### src/rtl/cpu_iack_sequencer_if.sv
// Bundle of interrupt request/acknowledge signals between the CPU core side and
// the acknowledge sequencer.
interface cpu_iack_sequencer_if;
   logic [2:0]  ipl_in;
   logic        int7;
   logic [2:0]  mask;
   logic        iack_req;
   logic        bus_ready;
   logic [15:0] data_in;
   logic [2:0]  irq_level;
   logic        irq_pending;
   logic [23:1] cpu_address;
   logic        _cpu_as;
   logic        cpu_rd;
   logic        iack_done;
   logic [7:0]  vector;

   modport master (
      output ipl_in, int7, mask, iack_req, bus_ready, data_in,
      input  irq_level, irq_pending, cpu_address, _cpu_as, cpu_rd, iack_done, vector
   );

   modport slave (
      input  ipl_in, int7, mask, iack_req, bus_ready, data_in,
      output irq_level, irq_pending, cpu_address, _cpu_as, cpu_rd, iack_done, vector
   );
endinterface

### src/rtl/cpu_iack_sequencer.sv
// Interrupt level filter, pending/NMI qualification and the bus interrupt-acknowledge
// cycle that fetches (or autovectors) the exception vector.
module cpu_iack_sequencer (
   input  logic                 clk,
   input  logic                 reset,
   cpu_iack_sequencer_if.slave  bus
);
   typedef enum logic [1:0] {IDLE, ADDR, WAIT, DONE} state_t;

   state_t      state_q, state_d;
   logic [2:0]  raw_q, raw_d;
   logic [2:0]  level_q, level_d;
   logic        pending_q, pending_d;
   logic        armed_q, armed_d;
   logic [2:0]  lat_q, lat_d;
   logic [5:0]  cnt_q, cnt_d;
   logic [23:1] addr_q, addr_d;
   logic        as_n_q, as_n_d;
   logic        rd_q, rd_d;
   logic        done_q, done_d;
   logic [7:0]  vector_q, vector_d;
   logic [2:0]  raw_level;
   logic        finish;
   logic        unused_data_hi;

   assign raw_level      = bus.int7 ? 3'd7 : bus.ipl_in;
   assign unused_data_hi = ^bus.data_in[15:8];

   always_comb begin
      state_d   = state_q;
      raw_d     = raw_level;
      level_d   = level_q;
      armed_d   = armed_q;
      lat_d     = lat_q;
      cnt_d     = cnt_q;
      addr_d    = addr_q;
      as_n_d    = as_n_q;
      rd_d      = rd_q;
      done_d    = 1'b0;
      vector_d  = vector_q;
      finish    = 1'b0;

      // Level is accepted only once two consecutive samples agree.
      if (raw_level == raw_q) begin
         level_d = raw_level;
      end

      case (state_q)
         IDLE: begin
            if (bus.iack_req) begin
               state_d = ADDR;
               lat_d   = level_q;
               addr_d  = {20'hFFFFF, level_q};
               as_n_d  = 1'b0;
               rd_d    = 1'b1;
            end
         end
         ADDR: begin
            state_d = WAIT;
            cnt_d   = 6'd0;
         end
         WAIT: begin
            if (bus.bus_ready) begin
               vector_d = bus.data_in[7:0];
               finish   = 1'b1;
            end else begin
               cnt_d = cnt_q + 6'd1;
               if (cnt_d == 6'd63) begin
                  vector_d = 8'd24 + {5'd0, lat_q};
                  finish   = 1'b1;
               end
            end
         end
         DONE: begin
            state_d = IDLE;
            cnt_d   = 6'd0;
         end
         default: state_d = IDLE;
      endcase

      if (finish) begin
         state_d = DONE;
         done_d  = 1'b1;
         as_n_d  = 1'b1;
         rd_d    = 1'b0;
         addr_d  = '0;
      end

      // A completed level-7 acknowledge disarms NMI until the level drops below 7.
      if (finish && (lat_q == 3'd7)) begin
         armed_d = 1'b0;
      end else if (level_d != 3'd7) begin
         armed_d = 1'b1;
      end

      pending_d = (level_d == 3'd7) ? armed_d : (level_d > bus.mask);
   end

   always_ff @(posedge clk or posedge reset) begin
      if (reset) begin
         state_q   <= IDLE;
         raw_q     <= 3'd0;
         level_q   <= 3'd0;
         pending_q <= 1'b0;
         armed_q   <= 1'b1;
         lat_q     <= 3'd0;
         cnt_q     <= 6'd0;
         addr_q    <= '0;
         as_n_q    <= 1'b1;
         rd_q      <= 1'b0;
         done_q    <= 1'b0;
         vector_q  <= 8'd0;
      end else begin
         state_q   <= state_d;
         raw_q     <= raw_d;
         level_q   <= level_d;
         pending_q <= pending_d;
         armed_q   <= armed_d;
         lat_q     <= lat_d;
         cnt_q     <= cnt_d;
         addr_q    <= addr_d;
         as_n_q    <= as_n_d;
         rd_q      <= rd_d;
         done_q    <= done_d;
         vector_q  <= vector_d;
      end
   end

   assign bus.irq_level   = level_q;
   assign bus.irq_pending = pending_q;
   assign bus.cpu_address = addr_q;
   assign bus._cpu_as     = as_n_q;
   assign bus.cpu_rd      = rd_q;
   assign bus.iack_done   = done_q;
   assign bus.vector      = vector_q;
endmodule
### src/flat_wrapper.sv
// flat-port wrapper written by rule: the top's interface ports become plain ports
module cpu_iack_sequencer_flat 
  (clk, reset, bus_ipl_in, bus_int7, bus_mask, bus_iack_req, bus_bus_ready, bus_data_in, bus_irq_level, bus_irq_pending, bus_cpu_address, bus__cpu_as, bus_cpu_rd, bus_iack_done, bus_vector);
  cpu_iack_sequencer_if bus_i ();
  input  logic clk;
  input  logic reset;
  input wire logic [$bits(bus_i.ipl_in)-1:0] bus_ipl_in;
  input wire logic [$bits(bus_i.int7)-1:0] bus_int7;
  input wire logic [$bits(bus_i.mask)-1:0] bus_mask;
  input wire logic [$bits(bus_i.iack_req)-1:0] bus_iack_req;
  input wire logic [$bits(bus_i.bus_ready)-1:0] bus_bus_ready;
  input wire logic [$bits(bus_i.data_in)-1:0] bus_data_in;
  output wire logic [$bits(bus_i.irq_level)-1:0] bus_irq_level;
  output wire logic [$bits(bus_i.irq_pending)-1:0] bus_irq_pending;
  output wire logic [$bits(bus_i.cpu_address)-1:0] bus_cpu_address;
  output wire logic [$bits(bus_i._cpu_as)-1:0] bus__cpu_as;
  output wire logic [$bits(bus_i.cpu_rd)-1:0] bus_cpu_rd;
  output wire logic [$bits(bus_i.iack_done)-1:0] bus_iack_done;
  output wire logic [$bits(bus_i.vector)-1:0] bus_vector;
  assign bus_i.ipl_in = bus_ipl_in;
  assign bus_i.int7 = bus_int7;
  assign bus_i.mask = bus_mask;
  assign bus_i.iack_req = bus_iack_req;
  assign bus_i.bus_ready = bus_bus_ready;
  assign bus_i.data_in = bus_data_in;
  assign bus_irq_level = bus_i.irq_level;
  assign bus_irq_pending = bus_i.irq_pending;
  assign bus_cpu_address = bus_i.cpu_address;
  assign bus__cpu_as = bus_i._cpu_as;
  assign bus_cpu_rd = bus_i.cpu_rd;
  assign bus_iack_done = bus_i.iack_done;
  assign bus_vector = bus_i.vector;
  cpu_iack_sequencer u_core (.clk(clk), .reset(reset), .bus(bus_i));
endmodule
### config.mk
export PLATFORM = sky130hd
export DESIGN_NAME = cpu_iack_sequencer_flat
export DESIGN_NICKNAME = d
export VERILOG_FILES = /design/src/rtl/cpu_iack_sequencer_if.sv /design/src/rtl/cpu_iack_sequencer.sv /design/src/flat_wrapper.sv
export SDC_FILE = /design/constraint.sdc
export NUM_CORES = 1
export LEC_CHECK = 0
export ABC_AREA = 1
export CAP_MARGIN = 20
export CORE_MARGIN = 10
export CORE_UTILIZATION = 45
export CTS_BUF_LIST = sky130_fd_sc_hd__clkbuf_8
export DETAILED_ROUTE_END_ITERATION = 16
export PLACE_DENSITY = 0.82
export SLEW_MARGIN = 20
export SYNTH_ARGS = -nofsm -noshare
export SYNTH_HDL_FRONTEND = slang
export SYNTH_SLANG_ARGS = --single-unit
export TNS_END_PERCENT = 1
### constraint.sdc
create_clock -name clk -period 1.9 [get_ports clk]
set_input_delay 0.475 -clock clk [delete_from_list [all_inputs] [get_ports clk]]
set_output_delay 0.475 -clock clk [all_outputs]
set_load 0.01 [all_outputs]
======== Yosys cells after proc, flatten, opt, wreduce, memory -nomap -nowiden ========
Cells that the tools add are included.
storage, ports and cells
  input port bits ......................... 27
  output and inout port bits .............. 38
  word-level logic and storage cells ...... 63
  bits in registers ....................... 53
cells by class
  add/sub/neg operators ................... 2
  order comparisons ....................... 1
  reduce and logical (&&, ||, !) cells .... 13
  eq/ne operators ......................... 10
  multiplexer cells ....................... 25
operators with widths
  cell                 count
  $mux 23              3
  $mux 8               2
  $mux 1               13
  $pmux 6 s2           1
  $reduce_and 2->1     5
  $reduce_bool 2->1    4
  $add 5x3->6 const A  1
  $add 6x1->6 const B  1
  $eq 3x3->1 const B   2
  $eq 6x6->1 const B   1
  $mux 3               2
  $mux 6               1
  $pmux 2 s3           1
  $eq 2x2->1 const B   2
  $mux 2               2
  $reduce_bool 4->1    1
  $eq 3x3->1           1
  $gt 3x3->1           1
  $ne 3x2->1 const B   1
  $ne 3x3->1 const B   1
  $eq 2x1->1 const B   1
  $logic_not 2->1      1
  $ne 2x2->1 const B   1
  $reduce_or 2->1      1
  $logic_and 1x1->1    1

======== Longest topological paths before layout ========
Gate-level depths: netlist of run 1.
  depth in word-level cells ............... 8
  mapped depth ............................ 12
  mapped depth without buffers ............ 12

======== Worst setup path before layout of run 1 ========
Ideal clock, no wire load.
  kind .................................... input to register
  start ................................... in bus_int7
  end ..................................... reg u_core.pending_q, in the netlist u_core.bus.irq_pending
  path buffers ............................ 0
  arrival ................................. 1.682 ns
  path slack .............................. 0.101 ns
  library setup time ...................... 0.117 ns
  stages on the path ...................... 12
  required time ........................... 1.783 ns
  cells stage by stage .................... inv_1 > nand2_1 > nor2_1 > nor2_1 > nand3_1 > nand2_1 > nand2_1 > ha_1 > a21oi_1 > o21ai_0 > nand3_1 > nand2_1
on the way
  cells in the longest elaborated chain, start to end .. 7
  elaborated cells between the ends (all ways) .. 9
  those cells by class .................... order compare: 1; eq/ne: 3; mux: 5
RTL lines
  item                   RTL line                   RTL
  start, declared        flat_wrapper.sv:8          input wire logic [$bits(bus_i.int7)-1:0] bus_int7;
  $mux 3 (*)             cpu_iack_sequencer.sv:26   assign raw_level = bus.int7 ? 3'd7 : bus.ipl_in;
  net u_core.raw_d[0]    cpu_iack_sequencer.sv:11   logic [2:0] raw_q, raw_d;
  $eq 3x3->1 (*)         cpu_iack_sequencer.sv:44   if (raw_level == raw_q) begin
  $mux 3 (*)             cpu_iack_sequencer.sv:44
  net u_core.level_d[2]  cpu_iack_sequencer.sv:12   logic [2:0] level_q, level_d;
  $ne 3x3->1             cpu_iack_sequencer.sv:92   end else if (level_d != 3'd7) begin
  $mux 1                 cpu_iack_sequencer.sv:92
  $mux 1                 cpu_iack_sequencer.sv:90   if (finish && (lat_q == 3'd7)) begin
  $mux 1 (*)             cpu_iack_sequencer.sv:96   pending_d = (level_d == 3'd7) ? armed_d : (level_d > bus.mask);
  net u_core.pending_d   cpu_iack_sequencer.sv:13   logic pending_q, pending_d;
  end signal, assigned   cpu_iack_sequencer.sv:117  pending_q <= pending_d;
  end, declared          cpu_iack_sequencer.sv:13
The timed path passes the listed nets; every way through them passes the cells marked *.
A chain may end at the register's enable or synchronous reset.

======== Worst setup path after layout of run 1 ========
  start ................................... in bus_ipl_in[1]
  end ..................................... reg u_core.pending_q, in the netlist u_core.bus.irq_pending
on the way
  cells in the longest elaborated chain, start to end .. 7
  elaborated cells between the ends (all ways) .. 9
  those cells by class .................... order compare: 1; eq/ne: 3; mux: 5
RTL lines
  item                   RTL line                  RTL
  start, declared        flat_wrapper.sv:7         input wire logic [$bits(bus_i.ipl_in)-1:0] bus_ipl_in;
  $mux 3 (*)             cpu_iack_sequencer.sv:26
  net u_core.raw_d[1]    cpu_iack_sequencer.sv:11
  $eq 3x3->1 (*)         cpu_iack_sequencer.sv:44
  $mux 3 (*)             cpu_iack_sequencer.sv:44
  net u_core.level_d[2]  cpu_iack_sequencer.sv:12
  $ne 3x3->1             cpu_iack_sequencer.sv:92
  $mux 1                 cpu_iack_sequencer.sv:92
  $mux 1                 cpu_iack_sequencer.sv:90
  $mux 1 (*)             cpu_iack_sequencer.sv:96
  net u_core.pending_d   cpu_iack_sequencer.sv:13
Marked as above.

==> results.json, run 1 <==
{
  "outcome": "complete, no violations",
  "max-vdd-ir-drop_v": 0.000671,
  "endpoint": "u_core.bus.irq_pending",
  "port_buffers": 56,
  "fp.dieW_um": 83.2,
  "maxSlewViolCount": 0,
  "grt_pass1_vias": 1633,
  "cp-end-kind": "flop",
  "finalSetupTns_ps": 0,
  "finalNetCount": 312,
  "worst-endpoint-required_ps": 2080,
  "die_h_um": 83.2,
  "yosysMostFrequentCell": "nand2_1",
  "hold_path.class": "reg -> reg",
  "num_rows": 22,
  "relSlewSlack": 0.724,
  "cp.arrival_ps": 2040,
  "dpl_worst_slack_ps": -539,
  "reg2reg_slack_ps": 140,
  "drc": 0,
  "syn_avg_cell_area_sq_um": 8.24,
  "fin_skew_ps": 9.41,
  "final_util": 0.679,
  "fill_cells": 306,
  "ys_seq_area_frac": 0.461,
  "syn_nets": 254,
  "antenna_found_initial": 0,
  "die_area_sq_um": 6920,
  "grt_overflow": 0,
  "io_pins": 65,
  "ant_nets": 0,
  "crit_type": "in -> reg",
  "clk-insertion-delay-late_ps": 290,
  "cp_max_fo": 3,
  "firstDrtPassIters": 4,
  "synth_top_area_share": 0.432,
  "powerDensity_nw_per_um2": 1410,
  "start_util": 0.476,
  "p_leak_nw": 1.31,
  "clk_pin_slew_ps": 70,
  "synth_area_leaders": "dfrtp_1, nand2_1, buf_4",
  "cts_buffers": 5,
  "cts_max_level": 2,
  "final_cell_area_sq_um": 2560,
  "grt_pass1_wl_um": 7200,
  "via_per_inst": 4.89,
  "async_flop_share": 1.00,
  "gp_congestion": 0.812,
  "post-dp-hpwl_um": 3190,
  "r2r_end": "u_core.bus.vector[5]",
  "area_growth_pct": 42.7,
  "fmax_mhz": 537,
  "syn_area_sq_um": 1800,
  "core_sq_um": 3770,
  "cap_viol_max_count": 0,
  "setup_viol": 0,
  "ys.flop_type": "dfrtp_1",
  "dr_total_vias": 1584,
  "synthCells": 218,
  "setup.worst_path.start": "bus_ipl_in[1]",
  "synth_seq_cells": 33,
  "hold_viol": 0,
  "rr_worst_depth": 9,
  "grt_max_degree": 34,
  "synth_cell_types": 20,
  "clockBufferDepth": 2,
  "drtIter0Drc": 37,
  "grt_usage": 0.120,
  "worst_slack_ps": 37.5,
  "yosysWarnings": 0,
  "layout-drive-gt1-share": 0.159,
  "ctsHoldBuffers": 0,
  "synth_top_cell_by_area": "dfrtp_1",
  "cts_tree": "built",
  "routedWlPerCell_um": 13.5,
  "dpl_cell_area_sq_um": 2350,
  "synthTopCellsByCount": "nand2_1, dfrtp_1, inv_1, buf_4, nand3_1",
  "diodes": 0,
  "min_period_ps": 1860,
  "root_buffer": "clkbuf_8",
  "worst_pin_slew_ps": 414,
  "r2r_start": "u_core.cnt_q[0]",
  "wl_um": 4380,
  "clock_sinks": 33,
  "finalCritPeriodShare": 0.980,
  "synth_edf_count": 0,
  "critPathLaunchType": "primary input"
}
[registers in the layout (all words and copies together), names as in the netlist, 2 cells and up]
register	flops
u_core.bus.vector	8
u_core.raw_q	3
u_core.bus.irq_level	3
u_core.state_q	2
u_core.lat_q	3
u_core.cnt_q	6
u_core.bus.cpu_address	4
[worst min-delay path by stage]
stage	endpoint	cells after the start	slack, ps	from
floorplan	u_core.lat_q[1]	2	470	u_core.lat_q[1]
global placement	u_core.bus._cpu_as	2	450	u_core.bus._cpu_as
detailed placement	u_core.bus._cpu_as	2	460	u_core.bus._cpu_as
CTS	u_core.bus._cpu_as	2	470	u_core.bus._cpu_as
global route	u_core.bus._cpu_as	2	510	u_core.bus._cpu_as
finish	u_core.bus._cpu_as	2	460	u_core.bus._cpu_as
[per-stage QoR]
step | power [mW] | std cells | hold slack (ps)
global route | 3.89 | 324 | 505
global placement | 3.06 | 313 | 454
floorplan | 2.31 | 218 | 471
finish | 3.62 | 324 | 464
CTS | 3.62 | 323 | 468
detailed placement | 3.10 | 313 | 457
[critical path, cell delays in order]
cell and delay [ps]:
clkdlybuf4s50_1 470, inv_2 40, nand2_2 70, nand2_2 60
nand2_4 100, nand4_1 150, nand2_4 120, ha_4 210
a21oi_2 150, o21ai_2 80, nand3_1 80, nand2_1 50
[cells in the final DEF (no fill, tap or decap), drive strengths merged, types with 4 or more instances in the layout]
cell / count
nand2: 62
clkdlybuf4s50: 39
dfrtp: 31
inv: 27
nand3: 18
buf: 18
nor2: 15
o21ai: 10
dlymetal6s2s: 9
ha: 9
dlygate4sd2: 8
clkbuf: 6
nand4: 5
a21oi: 5
nand3b: 4
[per-layer routing]
layer / global-route usage / vias to the layer above / part of all wire
li1: - / 790 / -
met1: 0.132 / 732 / 0.42
met2: 0.200 / 56 / 0.48
met3: 0.0459 / 6 / 0.081
met4: 0.0554 / 0 / 0.017
met5: 0 / - / 0
[where the power goes]
group / internal [mW] / switching, mW
Combinational: 1.01 / 0.979
Sequential: 0.958 / 0.153
Clock: 0.282 / 0.243
[cells by family after synthesis]
group | after synthesis | synth area share
simple gates | 104 | 0.252
buf+inv | 49 | 0.151
flops | 33 | 0.461
compound gates | 21 | 0.0634
fa+ha+maj | 9 | 0.0627
xor+xnor | 2 | 0.00976
[repair_timing]
item / in CTS / in global routing
setup buffers: 3 / 1
gates resized for setup: 12 / 27
endpoints found under the setup margin: 22 / 16
pin swaps: 3 / 11
[area by class of cell]
| type | instances | area [sq um] | share of cell area |
|---|---|---|---|
| clock buffer | 6 | 82.6 | 0.0322 |
| tap | 48 | 60.1 | 0.0234 |
| sequential | 33 | 828 | 0.323 |
| clock inverter | 1 | 3.75 | 0.00146 |
| inverter | 26 | 97.6 | 0.0381 |
| multi-input combinational | 136 | 774 | 0.302 |
| timing repair buffer | 74 | 716 | 0.279 |
Power figures use the tool's default switching activity.
==> run 2, diff against run 1 <==
Settings changed: CORE_ASPECT_RATIO set to 1.1.
==> results.json, run 2 (synthesis gave the netlist of run 1 again) <==
{
  "min_period_ps": 1850,
  "holdCritStartpoint": "u_core.bus.vector[5]",
  "grt_usage": 0.123,
  "gp_congestion": 0.807,
  "area_growth_pct": 42.6,
  "hold_path_depth": 2,
  "p_int_mw": 2.22,
  "place_inst": 317,
  "finalSetupTns_ps": 0,
  "grt_max_degree": 34,
  "critical_path.slowest_cell": "clkdlybuf4s50_1",
  "p_leak_nw": 1.30,
  "critPathLaunchType": "flop",
  "outcome": "complete, no violations",
  "worst_pin_slew_ps": 405,
  "setup_viol": 0,
  "reg2reg_slack_ps": 190,
  "grt_pass1_wl_um": 6790,
  "stdcell_count": 333,
  "most-common-layout-cells": "nand2_1, clkdlybuf4s50_1, dfrtp_1",
  "drc": 0,
  "multi_input_area_sq_um": 756,
  "powerDensity_nw_per_um2": 1400,
  "r2r_end": "u_core.bus.vector[6]",
  "relSlewSlack": 0.730,
  "routedWlPerCell_um": 13.1,
  "fmax_mhz": 541,
  "cap_viol_max_count": 0,
  "clk-insertion-delay-late_ps": 290,
  "worst-endpoint-required_ps": 1420,
  "switchingPower_mw": 1.38,
  "regArea_sq_um": 828,
  "cp-end-kind": "output port",
  "crit_chain": "buf_6, clkdlybuf4s50_1",
  "via_per_inst": 4.81,
  "cts_buffers": 5,
  "cp_max_fo": 21,
  "grt_pass1_vias": 1495,
  "largest_reg_flops": 8,
  "post-dp-hpwl_um": 3230,
  "max-vdd-ir-drop_v": 0.000529,
  "clock_sinks": 33,
  "cts_tree": "built",
  "crit_buf_inv": 2,
  "clockBufferDepth": 2,
  "drtIter0Drc": 138,
  "num_rows": 24,
  "sequentialPowerShare": 0.311,
  "r2r_start": "u_core.cnt_q[1]",
  "grt_overflow": 0,
  "dpl_worst_slack_ps": -524,
  "rsz0062_at_grt": "true",
  "worst_slack_ps": 51.0,
  "cp.arrival_ps": 1370,
  "final_common_cell": "nand2_1",
  "rr_worst_depth": 10,
  "io_pins": 65,
  "hold_viol": 0,
  "crit_type": "reg -> out",
  "wl_um": 4360,
  "ctsHoldBuffers": 0,
  "fp.dieW_um": 80.2,
  "cts_max_level": 2,
  "combPwrFrac": 0.552,
  "final_cell_area_sq_um": 2560,
  "maxSlewViolCount": 0,
  "layout-drive-gt1-share": 0.167,
  "clkPwrFrac": 0.137,
  "finalNetCount": 316,
  "root_buffer": "clkbuf_8",
  "firstDrtPassIters": 4,
  "finalCritPeriodShare": 0.973,
  "dr_total_vias": 1602,
  "p_sw_frac": 0.382,
  "dpl_cell_area_sq_um": 2350,
  "final_util": 0.656,
  "diodes": 0,
  "die_h_um": 86.3,
  "antenna_found_initial": 0,
  "critPathTopFamily": "buffers and inverters",
  "hold_path.class": "reg -> reg",
  "ant_nets": 0,
  "max_stage_delay_ps": 560,
  "whs_endpoint": "u_core.bus.vector[5]",
  "clk_pin_slew_ps": 70,
  "port_buffers": 56,
  "die_area_sq_um": 6920,
  "fill_cells": 304,
  "core_sq_um": 3900,
  "start_util": 0.460,
  "fin_skew_ps": 2.99
}
[run 2: timing repair]
item                       CTS  global route
resized for setup           16            16
pin swaps                    5            13
setup endpoints to repair   22            19
setup buffers                1             7
[run 2: worst register-to-register path, stage by stage, from the launching register on]
cell     delay (ps)
dfrtp_1         390
ha_2            230
nand3_1          90
nand2_1          70
nand2_1          80
nor2_1          150
nand3_2         140
nand2_4         160
inv_1           130
nand2_1         100
nand2_1          60
[run 2: worst max-delay path by stage]
| stage | startpoint | endpoint | slack (ps) | depth (start not counted) |
|---|---|---|---|---|
| after global routing | bus_ipl_in[2] | u_core.bus.irq_pending | -60 | 13 |
| after detailed placement | bus_int7 | u_core.bus.irq_pending | -520 | 13 |
| after floorplan | bus_int7 | u_core.bus.irq_pending | 100 | 12 |
| after CTS | u_core.bus.cpu_address[22] | bus_cpu_rd | 0.8 | 2 |
| final | u_core.bus.cpu_address[22] | bus_cpu_address[4] | 50 | 2 |
| after global placement | bus_int7 | u_core.bus.irq_pending | -470 | 13 |
[run 2: final cells by class]
class / count / area share
timing repair buffer: 78 / 0.286
clock inverter: 3 / 0.00537
tap: 52 / 0.0254
sequential: 33 / 0.323
inverter: 26 / 0.0381
multi-input combinational: 136 / 0.295
clock buffer: 5 / 0.0269
[run 2: stage by stage]
stage / hold slack (ps) / total power [mW]
global placement: 455 / 3.05
detailed placement: 460 / 3.12
CTS: 476 / 3.58
finish: 473 / 3.60
global route: 492 / 3.88
floorplan: 471 / 2.31
[run 2: power by group through the flow]
| stage | logic (mW) | registers [mW] | clock network (mW) |
|---|---|---|---|
| 2_1_floorplan | 1.09 | 1.22 | 0 |
| 3_3_place_gp | 1.94 | 1.12 | 0 |
| 3_5_place_dp | 1.99 | 1.13 | 0 |
| 4_1_cts | 1.96 | 1.11 | 0.508 |
| 5_1_grt | 2.19 | 1.15 | 0.541 |
| 6_report | 1.98 | 1.12 | 0.494 |
[run 2: layer usage]
metal / up-vias / part of all wire / GRT usage
met5: - / 0 / 0
met4: 0 / 0.025 / 0.0721
met3: 9 / 0.058 / 0.0321
met1: 751 / 0.41 / 0.135
li1: 802 / - / -
met2: 40 / 0.51 / 0.210
